[src/rtl/mna_response_sequencer.sv]
// mna_response_sequencer: turns NoC response flits into AXI4-Lite B/R responses, one at a time.
// Optional payload timeout built only when MNA_RESP_TIMEOUT_EN is defined.
module mna_response_sequencer #(
    parameter int FLIT_W      = 37,
    parameter int DATA_W      = 32,
    parameter int TIMEOUT_CYC = 64
) (
    input  logic              clk,
    input  logic              rst,
    input  logic [FLIT_W-1:0] noc_data,
    input  logic              noc_valid,
    output logic              noc_ready,
    output logic              bvalid,
    input  logic              bready,
    output logic [1:0]        bresp,
    output logic              rvalid,
    input  logic              rready,
    output logic [DATA_W-1:0] rdata,
    output logic [1:0]        rresp,
    output logic              flit_err
);
    localparam logic [1:0] IDLE      = 2'd0;
    localparam logic [1:0] WAIT_DATA = 2'd1;
    localparam logic [1:0] B_OUT     = 2'd2;
    localparam logic [1:0] R_OUT     = 2'd3;
    localparam logic [1:0] T_HDR     = 2'b10;
    localparam logic [1:0] T_PLD     = 2'b01;

    logic [1:0]        state_q, state_d;
    logic              noc_ready_q, noc_ready_d;
    logic              bvalid_q, bvalid_d;
    logic              rvalid_q, rvalid_d;
    logic              flit_err_q, flit_err_d;
    logic [1:0]        bresp_q, bresp_d;
    logic [1:0]        rresp_q, rresp_d;
    logic [DATA_W-1:0] rdata_q, rdata_d;
    logic              acc, is_hdr, is_pld, unused_bits;

    assign acc    = noc_valid & noc_ready_q;
    assign is_hdr = noc_data[FLIT_W-1:FLIT_W-2] == T_HDR;
    assign is_pld = noc_data[FLIT_W-1:FLIT_W-2] == T_PLD;
    assign unused_bits = ^{noc_data[FLIT_W-3:DATA_W], TIMEOUT_CYC != 0};

`ifdef MNA_RESP_TIMEOUT_EN
    localparam int CNT_W = $clog2(TIMEOUT_CYC + 1);
    localparam logic [CNT_W-1:0] TMO = CNT_W'(TIMEOUT_CYC);
    logic [CNT_W-1:0] cnt_q, cnt_d;
`endif

    always_comb begin
        state_d    = state_q;
        bresp_d    = bresp_q;
        rresp_d    = rresp_q;
        rdata_d    = rdata_q;
        flit_err_d = 1'b0;
        case (state_q)
            IDLE, WAIT_DATA: begin
                if (acc && is_hdr) begin
                    // a header while a read is pending abandons that read
                    flit_err_d = state_q == WAIT_DATA;
                    if (noc_data[0]) begin
                        bresp_d = noc_data[2:1];
                        state_d = B_OUT;
                    end else begin
                        rresp_d = noc_data[2:1];
                        state_d = WAIT_DATA;
                    end
                end else if (acc && is_pld && state_q == WAIT_DATA) begin
                    rdata_d = noc_data[DATA_W-1:0];
                    state_d = R_OUT;
                end else if (acc) begin
                    flit_err_d = 1'b1;
                end
            end
            B_OUT:   state_d = bready ? IDLE : B_OUT;
            default: state_d = rready ? IDLE : R_OUT;
        endcase
`ifdef MNA_RESP_TIMEOUT_EN
        cnt_d = '0;
        if (state_q == WAIT_DATA && state_d == WAIT_DATA && !(acc && is_hdr)) begin
            cnt_d = cnt_q + CNT_W'(1);
            if (cnt_d == TMO) begin
                state_d    = R_OUT;
                rdata_d    = '0;
                rresp_d    = 2'b10;
                flit_err_d = 1'b1;
            end
        end
`endif
        noc_ready_d = state_d == IDLE || state_d == WAIT_DATA;
        bvalid_d    = state_d == B_OUT;
        rvalid_d    = state_d == R_OUT;
    end

    always_ff @(posedge clk or posedge rst) begin
        if (rst) begin
            state_q     <= IDLE;
            noc_ready_q <= 1'b0;
            bvalid_q    <= 1'b0;
            rvalid_q    <= 1'b0;
            flit_err_q  <= 1'b0;
            bresp_q     <= 2'b00;
            rresp_q     <= 2'b00;
            rdata_q     <= '0;
        end else begin
            state_q     <= state_d;
            noc_ready_q <= noc_ready_d;
            bvalid_q    <= bvalid_d;
            rvalid_q    <= rvalid_d;
            flit_err_q  <= flit_err_d;
            bresp_q     <= bresp_d;
            rresp_q     <= rresp_d;
            rdata_q     <= rdata_d;
        end
    end

`ifdef MNA_RESP_TIMEOUT_EN
    always_ff @(posedge clk or posedge rst) begin
        if (rst) cnt_q <= '0;
        else     cnt_q <= cnt_d;
    end
`endif

    assign noc_ready = noc_ready_q;
    assign bvalid    = bvalid_q;
    assign rvalid    = rvalid_q;
    assign flit_err  = flit_err_q;
    assign bresp     = bresp_q;
    assign rresp     = rresp_q;
    assign rdata     = rdata_q;
endmodule

[config.mk]
export PLATFORM = sky130hd
export DESIGN_NAME = mna_response_sequencer
export DESIGN_NICKNAME = d
export VERILOG_FILES = /design/src/rtl/mna_response_sequencer.sv
export SDC_FILE = /design/constraint.sdc
export NUM_CORES = 1
export LEC_CHECK = 0
export ABC_AREA = 1
export CORE_MARGIN = 4
export CORE_UTILIZATION = 45
export CTS_CLUSTER_SIZE = 40
export DETAILED_ROUTE_END_ITERATION = 8
export DONT_BUFFER_PORTS = 1
export GPL_TIMING_DRIVEN = 0
export SLEW_MARGIN = 20
export SYNTH_ARGS = -nofsm -noshare
export SYNTH_HDL_FRONTEND = slang
export SYNTH_SLANG_ARGS = --single-unit
[constraint.sdc]
create_clock -name clk -period 1.3 [get_ports clk]
set_input_delay 0.195 -clock clk [delete_from_list [all_inputs] [get_ports clk]]
set_output_delay 0.195 -clock clk [all_outputs]
set_load 0.02 [all_outputs]
[Yosys cells after proc, flatten, opt, wreduce, memory -nomap -nowiden]
Cells that the tools add are included.
Word-level totals
  flip-flop bits (word level): 42
  input bits: 42
  output and inout bits: 40
  logic and storage cells: 38
Operators by class
  equality and inequality tests: 7
  multiplexer cells: 10
  bitwise operators: 3
  reductions and logical operators: 10
Operators by type and width (count)
  $mux W2: 5
  $reduce_and A3 Y1: 3
  $eq A2 B2 Y1 const B: 4
  $eq A2 B1 Y1 const B: 3
  $logic_not A2 Y1: 2
  $mux W1: 4
  $pmux W2 S2: 1
  $logic_and A1 B1 Y1: 3
  $not A1 Y1: 2
  $reduce_or A2 Y1: 1
  $and A1 B1 Y1: 1
  $logic_or A1 B1 Y1: 1

[Longest topological paths before layout]
Gate-level depths: netlist (run 1).
  depth after elaboration: 8
  mapped depth: 8
  gate-level depth less buffers: 8

[Least setup slack after synthesis (run 1)]
No wires, ideal clock.
  path kind: register to register
  from: register noc_ready_q, in the netlist noc_ready
  to: register rdata_q[21], in the netlist rdata[21]
  setup time: 0.117 ns
  arrival: 1.101 ns
  data required time: 1.183 ns
  slack: 0.082 ns
  stages on the path, launching flop included: 8
  path buffers: 2
  clock period less this slack: 1.218 ns
  cells stage by stage: dfrtp_1 -> nand2_1 -> inv_2 -> nand3_2 -> buf_6 -> buf_6 -> nand2_2 -> o21ai_2
Between the ends
  cells in the longest elaborated chain, start to end: 4
  elaborated cells between the ends (all ways): 6
  those cells by class: bitwise: 2; reduce/logical: 4
RTL lines
  from (decl): RTL line 30  | logic noc_ready_q, noc_ready_d;
  from (signal assigned): RTL line 107  | noc_ready_q <= noc_ready_d;
  $and A1 B1 Y1 (*): RTL line 39  | assign acc = noc_valid & noc_ready_q;
  $logic_and A1 B1 Y1 (on tied branches): RTL line 68, 58
  $logic_and A1 B1 Y1 or $not A1 Y1 (tied branches)
  $reduce_and A3 Y1 (no line) (*)
  to (signal assigned): RTL line 113  | rdata_q <= rdata_d;
  to (decl): RTL line 36  | logic [DATA_W-1:0] rdata_q, rdata_d;
Every way passes the cells marked *; elsewhere a longest branch is shown, timed or not.
A chain may end at the register's enable or synchronous reset.

[Worst setup path in the final report (run 1)]
  from: register state_q[1]
  to: register rdata_q[6], in the netlist rdata[6]
Between the ends
  cells in the longest elaborated chain, start to end: 3
  elaborated cells between the ends (all ways): 5
  those cells by class: eq/ne: 1; reduce/logical: 4
RTL lines
  from (decl): RTL line 29  | logic [1:0] state_q, state_d;
  from (signal assigned): RTL line 106  | state_q <= state_d;
  $eq A2 B1 Y1 or $logic_not A2 Y1 (tied branches): RTL line 56, 68
  $reduce_or A2 Y1 or $logic_and A1 B1 Y1 (tied branches): RTL line 56, 68
  $reduce_and A3 Y1 (no line) (*)
Marked as above.

==> out/qor.csv, run 1 <==
metric,value,unit
"Hold Vio Cnt, Final",0,
"Max stage delay cell, worst path",dfrtp_2,
Setup crit end kind,flop,
XOR/XNOR Fraction of Synth Area,0,%
Core Region,3740,um^2
met2 routed wirelength,1760,um
"Cell Area, Placed",1870,um^2
pwr dens,2150,nW/um^2
met3 wire length,432,um
WP data arrival,1.41,ns
Final ANT Viol Nets,0,
global-route usage over all layers,15.1,%
"Slew Viols, Final",0,
H-tree Lvls,2,
Crit path largest cell delay,0.45,ns
combinational family with the most area after synthesis,simple AND/OR/NAND/NOR gates,
Num CTS Buffers,5,
# DRC,0,
Avg WL per Cell,14.7,um
row cnt,22,
met1 WL,1350,um
P&R area growth vs syn,13.3,%
r2r endpoint,rdata[6],
worst vdd ir,0.00101,V
1st-pass router iterations,4,
Switching Share,41.7,%
Synth Cell Area,1790,um^2
Synth Register Bits,42,
Initial Util,47.7,%
ant diodes,0,
later-pin clock latency in the skew report,0.29,ns
global-route wire length before repair,5940,um
mux cell area share after synthesis,0,%
worst reg-to-reg setup slack,0.06,ns
WHS Endpoint,rdata[19],
via count,1236,
post-synthesis compound-gate area fraction,13.9,%
Slew @ Worst Pin,0.453,ns
vias per inst,5.04,
ordered list of cells on the worst path,nor2_4 > nand3_4 > buf_8 > buf_6 > nand2_1 > o21ai_1,
CTS max path bufs,2,
initial antenna violation count,0,
Clk Tree Root Cell,clkbuf_8,
# setup viols final,0,
clk sinks,42,
skew final,0.00235,ns
Final Cycle Share,95.7,%
largest net degree at the start of global routing,24,
number of global-route vias before repair,1246,
instance count of the mapped netlist,185,
io pins,82,
Die H,71.0,um
status,"finished, final reports clean",
r2r startpoint,state_q[1],
Final #Nets,239,
Logic pwr share,20.1,%
Avg Inst Size Synth,9.66,um^2
Int Power,2.54,mW
# port buffers,0,
post-synthesis sequential area ratio,58.8,%
worst hold path startpoint,noc_data[19],
simple-gate portion of the synthesized area,15.0,%
Post-Route WL,3590,um
"Max FO, Critical Path",10,
number of max-cap violations,0,
overall power,4.36,mW
worst r2r path cells,6,
fin crit period,1.24,ns
syn_nets,227,
Critical Path RT,1.47,ns
DP HPWL,2810,um
type of the worst min-delay path,input port to flop,
Die Area,5040,um^2
fmax,804,MHz
"Remaining Overflow, GRT",0,
Setup Crit Path Kind,flop to flop,
clock input transition at the sequential cells of the worst setup and hold paths,0.07,ns
design area,2020,um^2
Adder-Cell Fraction of Synth Area,0,%
LEAKAGE,1.06,nW
gpl congestion,0.746,
count of cell types in the netlist,19,
P_sw,1.82,mW
hold depth,2,
Worst setup SP type,flop,
CTS tree,built,
Die X-Extent,71.0,um
worst hold margin,0.0348,ns
setup TNS,0,ns
DR iter-0 viols,78,
Yosys warning total,0,
Slew headroom,69.8,%
Top Layer Used,met4,
final core occ,54.1,%
Reg power frac,62.2,%
share of cells above drive strength 1,28.9,%
clock power share,17.7,%
==> through the flow <==
stage / setup slack (ns) / instances
floorplan: 0.0818 / 185
global placement: -0.207 / 233
detailed placement: -0.0720 / 234
CTS: -0.0126 / 242
global route: -0.00604 / 245
finish: 0.0564 / 245
==> cells by family after synthesis <==
group,Yosys count
AOI/OAI and AO/OA,39
buffers and inverters,48
DFF,42
and+or+nand+nor,56
==> cell type report <==
type | count | area [um^2]
Fill cell | 349 | 1720
Sequential cell | 42 | 1050
Multi-Input combinational cell | 95 | 548
Inverter | 41 | 156
Clock buffer | 7 | 76.3
Buffer | 7 | 70.1
Timing Repair Buffer | 5 | 60.1
Tap cell | 48 | 60.1
==> state kept, by name, summed over array words and instances (netlist names) <==
register / cells
bvalid: 1
flit_err: 1
noc_ready: 1
state_q: 2
rresp: 2
rvalid: 1
rdata: 32
bresp: 2
==> cell usage in the layout (no fill, tap or decap), types with 2 or more instances in the layout <==
cell / Yosys / routed
dfrtp_1: 42 / 40
inv_1: 36 / 35
nand2_1: 33 / 32
o21ai_1: 20 / 19
o21ai_2: 12 / 13
nand2_2: 10 / 11
o21ai_0: 5 / 5
inv_2: 5 / 5
clkbuf_8: 0 / 5
nor2_2: 3 / 4
buf_6: 5 / 4
buf_4: 0 / 3
nand3_4: 0 / 2
nand3_1: 2 / 2
clkbuf_1: 1 / 2
dfrtp_2: 0 / 2
==> synthesized netlist by cell type <==
cell	n	area share, %
o21bai_2	1	0.63
o21ai_2	12	5.9
inv_1	36	7.6
nand4_1	1	0.35
dfrtp_1	42	59
nor3_1	1	0.28
o211ai_1	1	0.42
clkbuf_1	1	0.21
o21ai_1	20	5.6
nand3_1	2	0.56
nand2_1	33	6.9
nand2_2	10	3.5
nand3_2	3	1.7
buf_6	5	3.2
o21ai_0	5	1.4
buf_2	1	0.28
inv_2	5	1.1
nor2_2	3	1.1
nor2_1	3	0.63
==> worst max-delay path: cells and delay by family (launching register included) <==
family | cells | cell delay (ns)
DFF | 1 | 0.45
and+or+nand+nor | 3 | 0.31
buffers and inverters | 2 | 0.29
AOI/OAI and AO/OA | 1 | 0.08
==> worst max path at each step <==
stage / end / startpoint / slack [ns]
after floorplan: rdata[21] / noc_ready / 0.08
after global placement: noc_ready / rst / -0.21
after detailed placement: rdata[6] / noc_ready / -0.07
after CTS: rdata[6] / noc_ready / -0.01
after global routing: rdata[1] / state_q[1] / -0.006
final: rdata[6] / state_q[1] / 0.06
==> routing by layer <==
| layer | GRT usage [%] | vias up |
|---|---|---|
| li1 | - | 589 |
| met1 | 17.4 | 581 |
| met2 | 23.7 | 60 |
| met3 | 8.10 | 6 |
| met4 | 5.64 | 0 |
| met5 | 0 | - |
==> power by group through the flow <==
stage	combinational, mW	sequential, mW	clock (mW)
4_1_cts	0.808	2.72	0.801
6_report	0.874	2.71	0.774
3_5_place_dp	0.811	2.73	0
5_1_grt	1.01	2.78	0.865
3_3_place_gp	0.731	2.72	0
2_1_floorplan	0.665	2.62	0
==> repair_timing <==
action | in CTS | in global routing
buffers inserted | 0 | 3
hold buffers | 1 | 0
hold endpoints to repair | 19 | 0
resized for setup | 2 | 10
endpoints found under the setup margin | 30 | 34
Power figures use the tool's default switching activity.
==> run 2, diff against run 1 <==
PLACE_DENSITY = 0.64   (was default)
==> out/qor.csv, run 2 (same netlist as run 1, synthesis figures left out) <==
metric,value,unit,change
1st-pass router iterations,4,,unchanged
clock input transition at the sequential cells of the worst setup and hold paths,0.08,ns,about the same
final core occ,59.5,%,+5.4 points
Core Region,3740,um^2,unchanged
CTS tree,built,,
Die X-Extent,71.0,um,unchanged
Initial Util,47.7,%,unchanged
fmax,797,MHz,-0.84%
P&R area growth vs syn,24.6,%,
r2r endpoint,rdata[8],,
Avg WL per Cell,15.3,um,+4.4%
H-tree Lvls,2,,unchanged
"Hold Vio Cnt, Final",0,,unchanged
Num CTS Buffers,5,,unchanged
worst r2r path cells,6,,unchanged
type of the worst min-delay path,input port to flop,,
worst reg-to-reg setup slack,0.05,ns,about the same
"Cell Area, Placed",1870,um^2,unchanged
Die H,71.0,um,unchanged
status,"finished, final reports clean",,
io pins,82,,unchanged
clk sinks,42,,unchanged
Final Cycle Share,96.5,%,+0.81 points
Clk Tree Root Cell,clkbuf_8,,
later-pin clock latency in the skew report,0.29,ns,about the same
DP HPWL,2790,um,-0.74%
via count,1234,,-0.16%
largest net degree at the start of global routing,26,,+8.3%
pwr dens,2220,nW/um^2,+3.1%
DP Cell Count,234,,unchanged
number of max-cap violations,0,,unchanged
"Max FO, Critical Path",7,,-3
Die Area,5040,um^2,unchanged
Slew @ Worst Pin,0.415,ns,-0.0378 ns
fin crit period,1.25,ns,+0.0105 ns
most frequent cells in the layout,"dfrtp_1, inv_1, nand2_2",,
Critical Path RT,1.47,ns,about the same
unrepaired setup endpoints after global routing,true,,
number of global-route vias before repair,1292,,+3.7%
"Remaining Overflow, GRT",0,,unchanged
# DRC,0,,unchanged
initial antenna violation count,0,,unchanged
gpl congestion,0.734,,-1.5%
CTS max path bufs,2,,unchanged
worst vdd ir,0.00118,V,+16%
Final Worst Setup Slack,0.0459,ns,-0.0105 ns
end of the critical path,rdata[8],,
r2r startpoint,state_q[1],,
number of fill cells,334,,-4.3%
WP data arrival,1.43,ns,+0.02 ns
Setup crit end kind,flop,,
crit path launch,state_q[1],,
"commonest non-fill, non-tap cell in the layout",dfrtp_1,,
Worst setup SP type,flop,,
Final #Nets,241,,+0.84%
ant diodes,0,,unchanged
Post-Layout Cell Count,248,,+1.2%
Final ANT Viol Nets,0,,unchanged
# setup viols final,0,,unchanged
Setup Crit Path Kind,flop to flop,,
global-route wire length before repair,6130,um,+3.1%
Slew headroom,72.3,%,+2.5 points
Post-Route WL,3800,um,+5.7%
design area,2230,um^2,+10%
skew final,0.00805,ns,+0.00570 ns
Largest register FFs,32,,unchanged
pre-CTS setup slack,-0.0561,ns,+0.0159 ns
footprint of the multi-input gates,594,um^2,+8.4%
global-route usage over all layers,15.4,%,+0.33 points
"Slew Viols, Final",0,,unchanged
LEAKAGE,1.15,nW,+8.4%
# port buffers,0,,unchanged
register area,1050,um^2,unchanged
share of cells above drive strength 1,39.0,%,+10 points
row cnt,22,,unchanged
vias per inst,4.98,,-1.4%
DR iter-0 viols,44,,-44%
[run 2: worst max-delay path, cell delays in order (launching register included)]
cell,delay (ns)
dfrtp_2,0.45
nor2_4,0.15
nand3_4,0.11
buf_12,0.17
clkbuf_16,0.15
nand2_2,0.05
o21ai_1,0.06
[run 2: area by class of cell]
class,count,area share [%]
Buffer,7,4.10
Clock buffer,6,3.71
Clock inverter,2,2.70
Inverter,41,7.03
Multi-Input combinational cell,95,26.7
Sequential cell,42,47.3
Tap cell,48,2.70
Timing Repair Buffer,7,5.73
[run 2: how the worst min path moves through the flow]
| stage | start | to | cells after the start |
|---|---|---|---|
| 4_1_cts | noc_data[3] | rdata[3] | 2 |
| 6_report | noc_data[22] | rdata[22] | 2 |
| 2_1_floorplan | noc_data[0] | rdata[0] | 2 |
| 5_1_grt | noc_data[22] | rdata[22] | 2 |
| 3_5_place_dp | rst | rdata[30] | 1 |
| 3_3_place_gp | noc_data[15] | rdata[15] | 2 |
[run 2: repair_timing]
| item | CTS | global route |
|---|---|---|
| endpoints found under the setup margin | 32 | 34 |
| gates resized for setup | 2 | 32 |
| buffers inserted | 0 | 2 |
| endpoints found under the hold margin | 17 | 0 |
| pin swaps | 0 | 2 |
| gates cloned | 0 | 3 |
| hold buffers | 1 | 0 |
[run 2: per-layer routing]
metal	up-vias	GRT usage [%]	wire length, um
met4	0	4.38	40
met2	50	24.8	1860
met5	-	0	0
li1	591	-	-
met3	6	8.38	405
met1	587	17.8	1490
[run 2: per-stage QoR]
step                hold slack [ns]  power (mW)  setup TNS [ns]
floorplan                     0.328        3.28               0
global placement              0.331        3.45           -8.50
detailed placement            0.101        3.53          -0.871
CTS                          0.0258        4.81               0
global route                 0.0154        5.25          -0.269
finish                       0.0340        4.94               0
[run 2: where the power goes]
group / total [mW] / switching, mW / internal [mW]
logic: 0.939 / 0.501 / 0.438
clock network: 1.25 / 0.433 / 0.819
registers: 2.75 / 0.966 / 1.78
==> run 3, diff against run 2 <==
PLACE_DENSITY = 0.66   (was 0.64)
clock period = 1.14 ns   (was 1.3 ns; I/O delays follow)
==> out/qor.csv, run 3 (same netlist as run 1, synthesis figures left out) <==
metric,value,unit,change
r2r endpoint,rdata[27],,
"commonest non-fill, non-tap cell in the layout",dfrtp_1,,
Final Cycle Share,106,%,+9.3 points
clock input transition at the sequential cells of the worst setup and hold paths,0.08,ns,about the same
Core Region,3740,um^2,unchanged
# DRC,0,,unchanged
number of global-route vias before repair,1292,,unchanged
later-pin clock latency in the skew report,0.29,ns,about the same
type of the worst min-delay path,input port to flop,,
Setup Crit Path Kind,flop to flop,,
final core occ,58.2,%,-1.3 points
worst reg-to-reg setup slack,-0.07,ns,-0.11 ns
Final Worst Setup Slack,-0.0653,ns,-0.111 ns
Die X-Extent,71.0,um,unchanged
Num CTS Buffers,5,,unchanged
initial antenna violation count,0,,unchanged
io pins,82,,unchanged
worst hold path startpoint,noc_data[19],,
ant diodes,0,,unchanged
crit path launch,noc_ready,,
r2r startpoint,noc_ready,,
number of max-cap violations,0,,unchanged
Setup crit end kind,flop,,
Die H,71.0,um,unchanged
"Slew Viols, Final",0,,unchanged
pwr dens,2500,nW/um^2,+13%
number of fill cells,354,,+6.0%
Post-Route WL,3940,um,+3.7%
1st-pass router iterations,4,,unchanged
share of cells above drive strength 1,39.3,%,+0.32 points
most frequent cells in the layout,"dfrtp_1, inv_1, o21ai_1, nand2_1, nand2_2",,
fmax,830,MHz,+4.1%
Die Area,5040,um^2,unchanged
status,finished with violations,,
clk sinks,42,,unchanged
Clk Tree Root Cell,clkbuf_8,,
Largest register FFs,32,,unchanged
DP HPWL,2820,um,+1.1%
"Remaining Overflow, GRT",0,,unchanged
Worst setup SP type,flop,,
WHS Endpoint,rdata[19],,
Final #Nets,247,,+2.5%
DP Cell Count,233,,-0.43%
worst vdd ir,0.00138,V,+17%
WP data arrival,1.38,ns,-0.05 ns
LEAKAGE,1.12,nW,-3.2%
"Max FO, Critical Path",10,,+3
row cnt,22,,unchanged
H-tree Lvls,2,,unchanged
Slew @ Worst Pin,0.483,ns,+0.0676 ns
worst r2r path cells,7,,+1
Post-Layout Cell Count,254,,+2.4%
hold depth,2,,unchanged
vias per inst,5.06,,+1.6%
P&R area growth vs syn,21.9,%,
global-route wire length before repair,6470,um,+5.5%
gpl congestion,0.777,,+5.8%
fin crit period,1.21,ns,-0.0489 ns
global-route usage over all layers,16.3,%,+0.92 points
Slew headroom,67.7,%,-4.5 points
CTS max path bufs,2,,unchanged
CTS tree,built,,
"Hold Vio Cnt, Final",0,,unchanged
largest net degree at the start of global routing,43,,+65%
Initial Util,47.7,%,unchanged
Final ANT Viol Nets,0,,unchanged
# port buffers,0,,unchanged
violated checks,setup timing,,
DR iter-0 viols,24,,-45%
Avg WL per Cell,15.5,um,+1.3%
via count,1284,,+4.1%
Critical Path RT,1.32,ns,-0.15 ns
# setup viols final,40,,+40
unrepaired setup endpoints after global routing,true,,
skew final,0.00765,ns,-0.000399 ns
[run 3: changes by cell type in the layout (fill, tap and decap cells not counted), moves of 3 or more]
cell / change
nand2_1: +6
nand2_2: -6
o21ai_0: -5
buf_4: +4
buf_6: +4
o21ai_1: +4
clkbuf_16: -3
[run 3: how the worst max path moves through the flow]
stage / cells past startpoint / to / slack, ns
floorplan: 7 / rdata[0] / -0.01
global placement: 5 / rdata[4] / -0.12
detailed placement: 5 / rdata[6] / -0.15
CTS: 7 / rdata[27] / -0.07
global route: 7 / rdata[1] / -0.13
finish: 7 / rdata[27] / -0.07
[run 3: cell type report]
class	instances	area (um^2)	share of cell area [%]
well taps	48	60.1	2.76
repair buffers	12	103	4.71
multi-input cells	95	613	28.1
clock buffers	5	68.8	3.16
inverters	41	160	7.35
clock inverters	3	40.0	1.84
repair inverters	1	7.51	0.345
flip-flops and latches	42	1050	48.3
plain buffers	7	73.8	3.39
[run 3: what timing repair did]
item                                   CTS  global route
hold buffers                             3             0
pin swaps                                2             4
cloned                                   1             1
gates resized for setup                 22            15
setup endpoints to repair               34            82
endpoints found under the hold margin   44             0
setup buffers                            5             3
[run 3: routing by layer]
layer	up-vias	global-route usage [%]	part of all wire (%)
li1	599	-	-
met1	629	17.1	36
met2	51	28.9	53
met3	5	8.10	9.7
met4	0	4.38	0.96
met5	-	0	0
[run 3: where the power goes]
| part | internal [mW] | switching, mW |
|---|---|---|
| Sequential | 2.03 | 1.07 |
| Clock | 0.644 | 0.478 |
| Combinational | 0.558 | 0.662 |
[run 3: worst max-delay path: stages, from the launching register on]
cell and delay (ns):
dfrtp_2 0.43, nand2_2 0.08, inv_4 0.08, nand3_4 0.07, buf_8 0.15, buf_8 0.15, nand2_2 0.07, o21ai_2 0.05
[run 3: metrics by stage]
stage	instance area, um^2	worst slack (ns)	total power [mW]	hold WS, ns	TNS [ns]
after floorplan	1800	-0.0124	3.75	0.162	-0.266
after global placement	1860	-0.120	3.95	0.235	-3.03
after detailed placement	1860	-0.149	4.04	0.260	-3.53
after CTS	2110	-0.0719	5.41	0.00149	-1.90
after global routing	2180	-0.129	5.80	0.00543	-4.00
final	2180	-0.0653	5.44	0.0111	-1.71
